[config.mk]
export PLATFORM = sky130hd
export DESIGN_NAME = vec_activation_flat
export DESIGN_NICKNAME = d
export VERILOG_FILES = /design/src/rtl/vec_activation_pkg.sv /design/src/rtl/vec_activation_if.sv /design/src/rtl/vec_activation_act_lane.sv /design/src/rtl/vec_activation.sv /design/src/flat_wrapper.sv
export SDC_FILE = /design/constraint.sdc
export NUM_CORES = 1
export LEC_CHECK = 0
export ABC_CLOCK_PERIOD_IN_PS = 4300
export CORE_ASPECT_RATIO = 0.7
export CORE_MARGIN = 2
export CORE_UTILIZATION = 51
export DETAILED_ROUTE_END_ITERATION = 10
export GPL_ROUTABILITY_DRIVEN = 0
export PLACE_DENSITY = 0.91
export SYNTH_ARGS = -nofsm -noshare
export SYNTH_HDL_FRONTEND = slang
export SYNTH_SLANG_ARGS = --single-unit
[constraint.sdc]
create_clock -name clk_in -period 4.3 [get_ports clk_in]
set_clock_uncertainty 0.2 [all_clocks]
set_input_delay 0.43 -clock clk_in [delete_from_list [all_inputs] [get_ports clk_in]]
set_output_delay 0.43 -clock clk_in [all_outputs]
set_load 0.02 [all_outputs]
[src/rtl/vec_activation_pkg.sv]
// Shared types for the streaming activation unit: activation modes and
// controller states.
package activation_pkg;

  // Runtime-selected activation function, encoded as on mode_in.
  typedef enum logic [1:0] {
    ACT_PASS  = 2'd0,
    ACT_RELU  = 2'd1,
    ACT_LEAKY = 2'd2,
    ACT_CLAMP = 2'd3
  } act_mode_t;

  // Vector controller states.
  typedef enum logic [1:0] {
    IDLE   = 2'd0,
    STREAM = 2'd1,
    DRAIN  = 2'd2,
    DONE   = 2'd3
  } act_state_t;

endpackage

[src/rtl/vec_activation_if.sv]
// Bus bundle between the activation unit and its surroundings: upstream
// VecFIFO read side, downstream VecFIFO write side, mode and status.
interface vec_activation_if #(
  parameter int ChunkElems  = 4,
  parameter int DataWidth   = 8,
  parameter int InVecLength = 8
) ();
  localparam int ChunkW = ChunkElems * DataWidth;
  localparam int CountW = $clog2(InVecLength + 1);

  logic [1:0]        mode_in;
  logic              in_data_ready;
  logic [ChunkW-1:0] in_data;
  logic              req_chunk_in;
  logic [ChunkW-1:0] write_out_data;
  logic              req_chunk_out;
  logic              out_vector_valid;
  logic              busy;
  logic [CountW-1:0] mod_count;

  // Activation unit side.
  modport slave (
    input  mode_in, in_data_ready, in_data,
    output req_chunk_in, write_out_data, req_chunk_out,
           out_vector_valid, busy, mod_count
  );

  // Surrounding datapath / controller side.
  modport master (
    output mode_in, in_data_ready, in_data,
    input  req_chunk_in, write_out_data, req_chunk_out,
           out_vector_valid, busy, mod_count
  );
endinterface

[src/rtl/vec_activation_act_lane.sv]
// Single-element activation: purely combinational, reports whether the
// output differs from the input.
module act_lane
  import activation_pkg::*;
#(
  parameter int DataWidth  = 8,
  parameter int LeakyShift = 3,
  parameter int ClampMax   = 127
) (
  input  logic signed [DataWidth-1:0] x_i,
  input  act_mode_t                   mode_i,
  output logic signed [DataWidth-1:0] y_o,
  output logic                        mod_o
);
  localparam logic signed [DataWidth-1:0] ClampC = DataWidth'(ClampMax);

  logic neg_w;
  assign neg_w = x_i[DataWidth-1];

  // Apply the selected activation and flag lanes that changed value.
  always_comb begin
    // NOTE: every output gets a default first so no path leaves it unassigned,
    // which would otherwise infer a latch.
    y_o = x_i;
    case (mode_i)
      ACT_PASS:  y_o = x_i;
      ACT_RELU:  if (neg_w) y_o = '0;
      ACT_LEAKY: if (neg_w) y_o = x_i >>> LeakyShift;  // floor: -1 stays -1
      ACT_CLAMP: begin
        if (neg_w)            y_o = '0;
        else if (x_i > ClampC) y_o = ClampC;
      end
      default:   y_o = x_i;
    endcase
    mod_o = (y_o != x_i);
  end
endmodule

[src/rtl/vec_activation.sv]
// Streaming activation unit: pulls a vector chunk by chunk from an upstream
// FIFO, activates every lane, pushes result chunks downstream and reports
// completion plus the number of modified elements.
module vec_activation
  import activation_pkg::*;
#(
  parameter int InVecLength = 8,
  parameter int ChunkElems  = 4,
  parameter int DataWidth   = 8,
  parameter int LeakyShift  = 3,
  parameter int ClampMax    = 127
) (
  input logic        clk_in,
  input logic        rst_in,
  vec_activation_if.slave bus
);
  localparam int NumChunks = InVecLength / ChunkElems;
  localparam int CntW      = $clog2(NumChunks) + 1;
  localparam int CountW    = $clog2(InVecLength + 1);
  localparam int ChunkW    = ChunkElems * DataWidth;

  act_state_t        state_q, state_d;
  act_mode_t         mode_q;
  logic              req_q, rdv_q, wr_q, busy_q, ovv_q;
  logic [CntW-1:0]   req_cnt_q, wr_cnt_q;
  logic [CountW-1:0] run_cnt_q, mod_q, chunk_mods;
  logic [ChunkW-1:0] data_q, lane_y;
  logic [ChunkElems-1:0] lane_mod;
  logic              start_w, last_req_w, last_wr_w;

  for (genvar g = 0; g < ChunkElems; g++) begin : g_lane
    act_lane #(
      .DataWidth (DataWidth),
      .LeakyShift(LeakyShift),
      .ClampMax  (ClampMax)
    ) u_lane (
      .x_i   (bus.in_data[g*DataWidth +: DataWidth]),
      .mode_i(mode_q),
      .y_o   (lane_y[g*DataWidth +: DataWidth]),
      .mod_o (lane_mod[g])
    );
  end

  // Count modified lanes in the chunk currently arriving from upstream.
  always_comb begin
    chunk_mods = '0;
    for (int i = 0; i < ChunkElems; i++) chunk_mods = chunk_mods + CountW'(lane_mod[i]);
  end

  assign start_w    = bus.in_data_ready && (state_q == IDLE || state_q == DONE);
  assign last_req_w = (state_q == STREAM) && (req_cnt_q == CntW'(NumChunks - 1));
  assign last_wr_w  = (state_q == DRAIN) && wr_q && (wr_cnt_q == CntW'(NumChunks - 1));

  // Next-state logic; start requests while busy are ignored.
  always_comb begin
    state_d = state_q;
    case (state_q)
      IDLE, DONE: if (bus.in_data_ready) state_d = STREAM;
      STREAM:     if (last_req_w) state_d = DRAIN;
      DRAIN:      if (last_wr_w) state_d = DONE;
      default:    state_d = IDLE;
    endcase
  end

  // Controller, request/write counters, 2-stage valid pipeline and counters.
  always_ff @(posedge clk_in or posedge rst_in) begin
    if (rst_in) begin
      state_q   <= IDLE;
      mode_q    <= ACT_PASS;
      req_q     <= 1'b0;
      rdv_q     <= 1'b0;
      wr_q      <= 1'b0;
      busy_q    <= 1'b0;
      ovv_q     <= 1'b0;
      req_cnt_q <= '0;
      wr_cnt_q  <= '0;
      run_cnt_q <= '0;
      mod_q     <= '0;
      data_q    <= '0;
    end else begin
      // NOTE: non-blocking assignments so every register samples the values
      // from before this edge, independent of statement order.
      state_q <= state_d;
      busy_q  <= (state_d == STREAM) || (state_d == DRAIN);
      req_q   <= (state_d == STREAM);
      rdv_q   <= req_q;   // upstream data valid the cycle after a request
      wr_q    <= rdv_q;   // result registered one cycle after data arrives
      if (rdv_q) data_q <= lane_y;
      if (start_w) begin
        mode_q    <= act_mode_t'(bus.mode_in);
        req_cnt_q <= '0;
        wr_cnt_q  <= '0;
        run_cnt_q <= '0;
        ovv_q     <= 1'b0;
      end else begin
        if (req_q) req_cnt_q <= req_cnt_q + CntW'(1);
        if (wr_q)  wr_cnt_q  <= wr_cnt_q + CntW'(1);
        if (rdv_q) run_cnt_q <= run_cnt_q + chunk_mods;
        if (last_wr_w) begin
          ovv_q <= 1'b1;
          mod_q <= run_cnt_q;
        end
      end
    end
  end

  assign bus.req_chunk_in     = req_q;
  assign bus.req_chunk_out    = wr_q;
  assign bus.write_out_data   = data_q;
  assign bus.out_vector_valid = ovv_q;
  assign bus.busy             = busy_q;
  assign bus.mod_count        = mod_q;
endmodule

[src/flat_wrapper.sv]
// flat-port wrapper written by rule: the top's interface ports become plain ports
module vec_activation_flat import activation_pkg::*;
#(
  parameter int InVecLength = 8,
  parameter int ChunkElems  = 4,
  parameter int DataWidth   = 8,
  parameter int LeakyShift  = 3,
  parameter int ClampMax    = 127
)
  (clk_in, rst_in, bus_mode_in, bus_in_data_ready, bus_in_data, bus_req_chunk_in, bus_write_out_data, bus_req_chunk_out, bus_out_vector_valid, bus_busy, bus_mod_count);
  vec_activation_if #(.ChunkElems(ChunkElems), .DataWidth(DataWidth), .InVecLength(InVecLength)) bus_i ();
  input logic clk_in;
  input logic rst_in;
  input wire logic [$bits(bus_i.mode_in)-1:0] bus_mode_in;
  input wire logic [$bits(bus_i.in_data_ready)-1:0] bus_in_data_ready;
  input wire logic [$bits(bus_i.in_data)-1:0] bus_in_data;
  output wire logic [$bits(bus_i.req_chunk_in)-1:0] bus_req_chunk_in;
  output wire logic [$bits(bus_i.write_out_data)-1:0] bus_write_out_data;
  output wire logic [$bits(bus_i.req_chunk_out)-1:0] bus_req_chunk_out;
  output wire logic [$bits(bus_i.out_vector_valid)-1:0] bus_out_vector_valid;
  output wire logic [$bits(bus_i.busy)-1:0] bus_busy;
  output wire logic [$bits(bus_i.mod_count)-1:0] bus_mod_count;
  assign bus_i.mode_in = bus_mode_in;
  assign bus_i.in_data_ready = bus_in_data_ready;
  assign bus_i.in_data = bus_in_data;
  assign bus_req_chunk_in = bus_i.req_chunk_in;
  assign bus_write_out_data = bus_i.write_out_data;
  assign bus_req_chunk_out = bus_i.req_chunk_out;
  assign bus_out_vector_valid = bus_i.out_vector_valid;
  assign bus_busy = bus_i.busy;
  assign bus_mod_count = bus_i.mod_count;
  vec_activation #(.InVecLength(InVecLength), .ChunkElems(ChunkElems), .DataWidth(DataWidth), .LeakyShift(LeakyShift), .ClampMax(ClampMax)) u_core (.clk_in(clk_in), .rst_in(rst_in), .bus(bus_i));
endmodule
### After elaboration in Yosys (flattened, before gate mapping)

Index checks and enable logic that the tools add are counted.

| cells by class | value |
|---|---|
| add/subtract/negate cells | 6 |
| $lt $le $gt $ge | 4 |
| eq/ne operators | 14 |
| muxes and demuxes | 32 |
| bitwise gates (word level) | 1 |
| reductions and logical operators | 14 |

Operator list:

| cell | number |
|---|---|
| 8-bit case mux with 4 select lines | 4 |
| 7-bit two-way mux | 12 |
| 8-bit greater-than comparator (second input constant) | 4 |
| 8-bit two-way mux | 4 |
| 8-bit != test | 4 |
| 2-bit two-way mux | 7 |
| 2-bit by 1-bit equality test with 1-bit output (second input constant) | 5 |
| 2-bit equality test (second input constant) | 5 |
| 4-bit by 1-bit adder with 4-bit output | 2 |
| 4-bit two-way mux | 2 |
| 2-bit nonzero test | 4 |
| 2-bit case mux with 3 select lines | 1 |
| 2-bit by 1-bit adder with 2-bit output (second input constant) | 2 |
| 4-bit adder | 1 |
| 1-bit logical AND | 4 |
| 2-bit zero test | 2 |
| 1-bit by 1-bit adder with 2-bit output | 1 |
| 1-bit logical OR | 2 |
| 1-bit two-way mux | 2 |
| 2-bit AND reduction | 1 |
| 2-bit OR reduction | 1 |
| 1-bit inverter | 1 |

| word-level totals | value |
|---|---|
| flip-flop bits (word level) | 53 |
| word-level logic and storage cells | 83 |

### Depth between registers and ports, before layout

| logic depth | value |
|---|---|
| word-level depth | 11 |
| gate-level depth with buffers | 10 |

### Hierarchy

A second synthesis with hierarchy kept.

| unflattened totals | value |
|---|---|
| cell total of the unflattened synthesis | 252 |
| area total of the unflattened synthesis | 2,961.6 µm² |

Modules (own cells, without submodules):

| module | instances | cells an instance | area each (µm²) | seq. area each (µm²) |
|---|---|---|---|---|
| vec_activation | 1 | 152 | 2,230.9 | 1,326.3 |
| act_lane | 4 | 25 | 182.7 | 0.0 |

### Worst setup path after synthesis

No wires, ideal clock.

| timing | value |
|---|---|
| path type | flip-flop to flip-flop |
| start | register u_core.mode_q[1] |
| end | register u_core.run_cnt_q[2] |
| data arrival time | 2,603 ps |
| setup slack | 1,403 ps |
| cell stages (with the launch flop) | 10 |
| cell sequence | dfrtp_1 > buf_2 > o21ai_2 > nor2_1 > ha_1 > fa_1 > ha_1 > fa_1 > xnor2_1 > a211oi_1 |

| between the ends | value |
|---|---|
| cells in the longest elaborated chain, start to end | 9 |
| elaborated cells between the ends (all ways) | 18 |
| those cells by class | add/sub: 4; eq/ne: 7; mux: 6; reduce/logical: 1 |

Ends and longest elaborated chain:

| what | RTL line | source |
|---|---|---|
| start, declared | vec_activation.sv:23 | `act_mode_t mode_q;` |
| start signal, assigned | vec_activation.sv:90 | `mode_q <= act_mode_t'(bus.mode_in);` |
| 2-bit equality test, or another cell as far along | vec_activation_act_lane.sv:25 | `case (mode_i)` |
| 8-bit case mux with 4 select lines | vec_activation_act_lane.sv:25 |  |
| 8-bit != test | vec_activation_act_lane.sv:35 | `mod_o = (y_o != x_i);` |
| 1-bit by 1-bit adder with 2-bit output | vec_activation.sv:47 | `for (int i = 0; i < ChunkElems; i++) chunk_mods = chunk_mods + CountW'(lane_mod[i]);` |
| 4-bit by 1-bit adder with 4-bit output | vec_activation.sv:47 |  |
| 4-bit by 1-bit adder with 4-bit output (*) | vec_activation.sv:47 |  |
| 4-bit adder (*) | vec_activation.sv:98 | `if (rdv_q) run_cnt_q <= run_cnt_q + chunk_mods;` |
| 4-bit two-way mux (*) | vec_activation.sv:98 |  |
| 4-bit two-way mux (*) | vec_activation.sv:89 | `if (start_w) begin` |
| end signal, assigned | vec_activation.sv:98 |  |
| end, declared | vec_activation.sv:26 | `logic [CountW-1:0] run_cnt_q, mod_q, chunk_mods;` |

Every way passes the cells marked *; elsewhere a longest branch is shown, timed or not. The select of a mux whose other input is x is not followed.
A chain may end at the register's enable or synchronous reset.

### Worst setup path after layout

Same ends and word-level chain as after synthesis.

==> reports/summary.txt <==
Status = finished, final reports clean
Die height = 64.1 µm
Worst Reg2Reg Path Length in Cells = 8
Antenna violations before repair = 0
Post-Synth XOR/XNOR Area = 1.33%
Post-Syn Area = 0.00263 mm²
Total Nets Final = 377
Slowest-stage cell, CP = dfrtp_1
Max FO, Critical Path = 13
Worst-skew pair later-pin latency = 0.31 ns
Setup Viol. Count Final = 0
Tmin final = 3.39 ns
Resize count post-CTS = 0
Critical path endpoint category = register
Die width = 89.8 µm
Grt ovf = 0
Layout area overhead = 34.0%
Hold Crit Class = register to register
Core area = 0.00486 mm²
WP data required = 4.32 ns
Starting Density = 54.1%
Startpoint types = register
Tcrit/Tclk final = 78.8%
Mapped Cells = 258
Main synth FF type = dfrtp_1
Multi-input gate area = 0.00115 mm²
Ranking of synthesized cells by area = dfrtp_1, a21oi_1, ha_1
Largest net degree at the start of global routing = 67
First-pass GRT wire length = 10600 µm
RSZ-0062 raised after global routing = no
# DRC = 0
P_leak = 1.50 nW
Async SR Flop Fraction = 100%
Cell taking the most area after synthesis = dfrtp_1
Register area share after synthesis = 50.5%
Slew Limit Fails = 0
Drt pass-1 iters = 4
Final core occ = 72.5%
Top Ports = 77
Layout cells sized above 1 = 7.93%
Post-synthesis compound-gate area fraction = 20.6%
Setup bufs post-CTS = 0
VDD IR max = 684 µV
Via Count = 2186
Clk buf depth = 2
Per-cell routed wire length = 15.8 µm
Tot GR Track Use = 23.4%
Post-synthesis mux area share = 4.62%
Die area = 0.00575 mm²
Yosys synthesis warning count = 0
CTS H-tree depth = 2
Vias in the first global route = 2211
DRT antenna net count = 0
Synth top area share = 50.5%
End of the critical path = u_core.run_cnt_q[2]$_DFFE_PP0P_
Hold Violations, Final = 0
Crit path largest cell delay = 0.59 ns
Cts hold-fix bufs = 0
Fin Setup TNS = 0 ns
Critical Path Start = u_core.mode_q[1]$_DFFE_PP0P_
Yosys cell types = 39
Num CTS Buffers = 5
FF-to-FF setup slack = 0.91 ns
DRT Wirelength = 6290 µm
Instance count on the critical path = 8
F_max = 0.295 GHz
CTS tree = done
Storage element area = 0.00133 mm²
Clk sinks = 53
Worst-path clk slew = 0.09 ns
Crit path cell chain = o21ai_0 > nor2_1 > ha_1 > fa_1 > ha_1 > fa_1 > xnor2_1 > a211oi_1
Adder-cell share of the synthesized area = 6.76%
CP bufs+invs = 0
Simple-gate share of the synthesized area = 10.4%
Fillers = 348
Reg-to-Reg Start = u_core.mode_q[1]$_DFFE_PP0P_
1st-iter DRT viols = 215
Dpl hpwl = 4450 µm
RR Endpoint = u_core.run_cnt_q[2]$_DFFE_PP0P_
Slew headroom = 28.9%
PwrDens = 756 mW/mm²
Number of antenna repair diodes = 0
Row count = 21
Maxcap violations = 0
WS Path Type = register to register
Crit path DAT = 3.41 ns
Worst Max-Slew Pin Slew = 1.06 ns
Via density = 5.51
Count of state elements after synthesis = 53
Avg Cell Area, Syn = 10.2 µm²
Post-synth EDFFs = 0
Root Driver = clkbuf_8
PortBufs = 76
Largest family of logic cells by synthesized area = compound AO/OA/AOI/OAI gates
CP delay by family, top = adder cells
Synth Net Count = 308
==> synthesized netlist by cell type (3+ instances only) <==
master / number
o221ai_1: 3
a211oi_1: 5
dfrtp_1: 53
ha_1: 11
o22ai_1: 3
inv_1: 20
a21oi_1: 33
clkbuf_1: 4
nand4b_1: 3
a22oi_1: 13
nand2_1: 7
mux2_2: 9
nand4_1: 3
a2bb2oi_2: 3
xnor2_1: 3
and2_1: 5
o21ai_0: 11
nor2_1: 34
o211ai_1: 3
buf_2: 8
o21a_1: 3
==> per-layer routing <==
metal	wire (µm)	up-vias	track usage [%]
met4	72	0	7.88
met2	2800	101	36.3
met3	478	7	5.90
met1	2930	1033	32.7
met5	0	-	0
li1	-	1045	-
==> sequential cells by signal, summed over array words and instances, names as in the netlist <==
name                         count
u_core.state_q                   2
u_core.bus.mod_count             4
u_core.wr_cnt_q                  2
u_core.bus.out_vector_valid      1
u_core.bus.req_chunk_in          1
u_core.bus.busy                  1
u_core.req_cnt_q                 2
u_core.rdv_q                     1
u_core.run_cnt_q                 4
u_core.bus.req_chunk_out         1
u_core.bus.write_out_data       32
u_core.mode_q                    2
==> report_power, final <==
part           total (mW)  switching [mW]  internal (mW)
sequential          0.987           0.250          0.737
clock               0.349           0.159          0.190
combinational        1.33           0.673          0.656
==> cell families (layout without fill, tap and decap cells) <==
| family | Yosys count | after routing |
|---|---|---|
| fa+ha+maj | 13 | 13 |
| simple gates | 59 | 59 |
| xor+xnor | 4 | 4 |
| flops | 53 | 53 |
| compound gates | 83 | 83 |
| buf+inv | 35 | 105 |
| mux | 11 | 11 |
==> cell usage in the layout, fill, tap and decap left out, types with 2 or more instances in the layout <==
master,synthesis,layout
o21ai_2,2,2
o221ai_1,3,3
o211ai_1,3,3
ha_1,11,11
mux2i_1,2,2
o21ai_0,11,11
clkdlybuf4s50_1,0,76
o21a_1,3,3
nand4b_1,3,3
mux2_2,9,9
a22oi_1,13,13
nand4_1,3,3
a211oi_1,5,5
o22ai_1,3,3
dfrtp_1,53,52
inv_1,20,19
nor2_1,34,34
xnor2_1,3,3
fa_1,2,2
a21oi_1,33,33
nand2_1,7,7
a2bb2oi_2,3,3
and2_1,5,5
clkbuf_8,0,6
==> worst min path at each step <==
stage                                                    startpoint                                         to  cells past startpoint
after floorplan                              u_core.rdv_q$_DFF_PP0_         u_core.bus.req_chunk_out$_DFF_PP0_                      0
after CTS                 u_core.bus.write_out_data[24]$_DFFE_PP0P_  u_core.bus.write_out_data[24]$_DFFE_PP0P_                      1
after global routing      u_core.bus.write_out_data[24]$_DFFE_PP0P_  u_core.bus.write_out_data[24]$_DFFE_PP0P_                      1
after detailed placement  u_core.bus.write_out_data[24]$_DFFE_PP0P_  u_core.bus.write_out_data[24]$_DFFE_PP0P_                      1
final                     u_core.bus.write_out_data[24]$_DFFE_PP0P_  u_core.bus.write_out_data[24]$_DFFE_PP0P_                      1
after global placement            u_core.bus.req_chunk_in$_DFF_PP0_                     u_core.rdv_q$_DFF_PP0_                      0
==> through the flow <==
| stage | area, µm² | worst slack (ns) | hold WS (ns) | instances | power, mW |
|---|---|---|---|---|---|
| 2_1_floorplan | 2630 | 1.40 | 0.163 | 258 | 1.77 |
| 3_3_place_gp | 3410 | 0.850 | 0.262 | 389 | 2.26 |
| 3_5_place_dp | 3410 | 0.694 | 0.267 | 389 | 2.32 |
| 4_1_cts | 3520 | 0.944 | 0.288 | 397 | 2.68 |
| 5_1_grt | 3520 | 0.709 | 0.303 | 397 | 2.86 |
| 6_report | 3520 | 0.910 | 0.286 | 397 | 2.66 |
==> area by class of cell <==
class | instances | area share [%]
Sequential cell | 53 | 37.7
Multi-Input combinational cell | 170 | 32.6
Clock buffer | 7 | 2.45
Timing Repair Buffer | 77 | 21.8
Inverter | 20 | 2.13
Clock inverter | 1 | 0.852
Tap cell | 69 | 2.45
No activity file was read; power rests on OpenSTA's default activity.
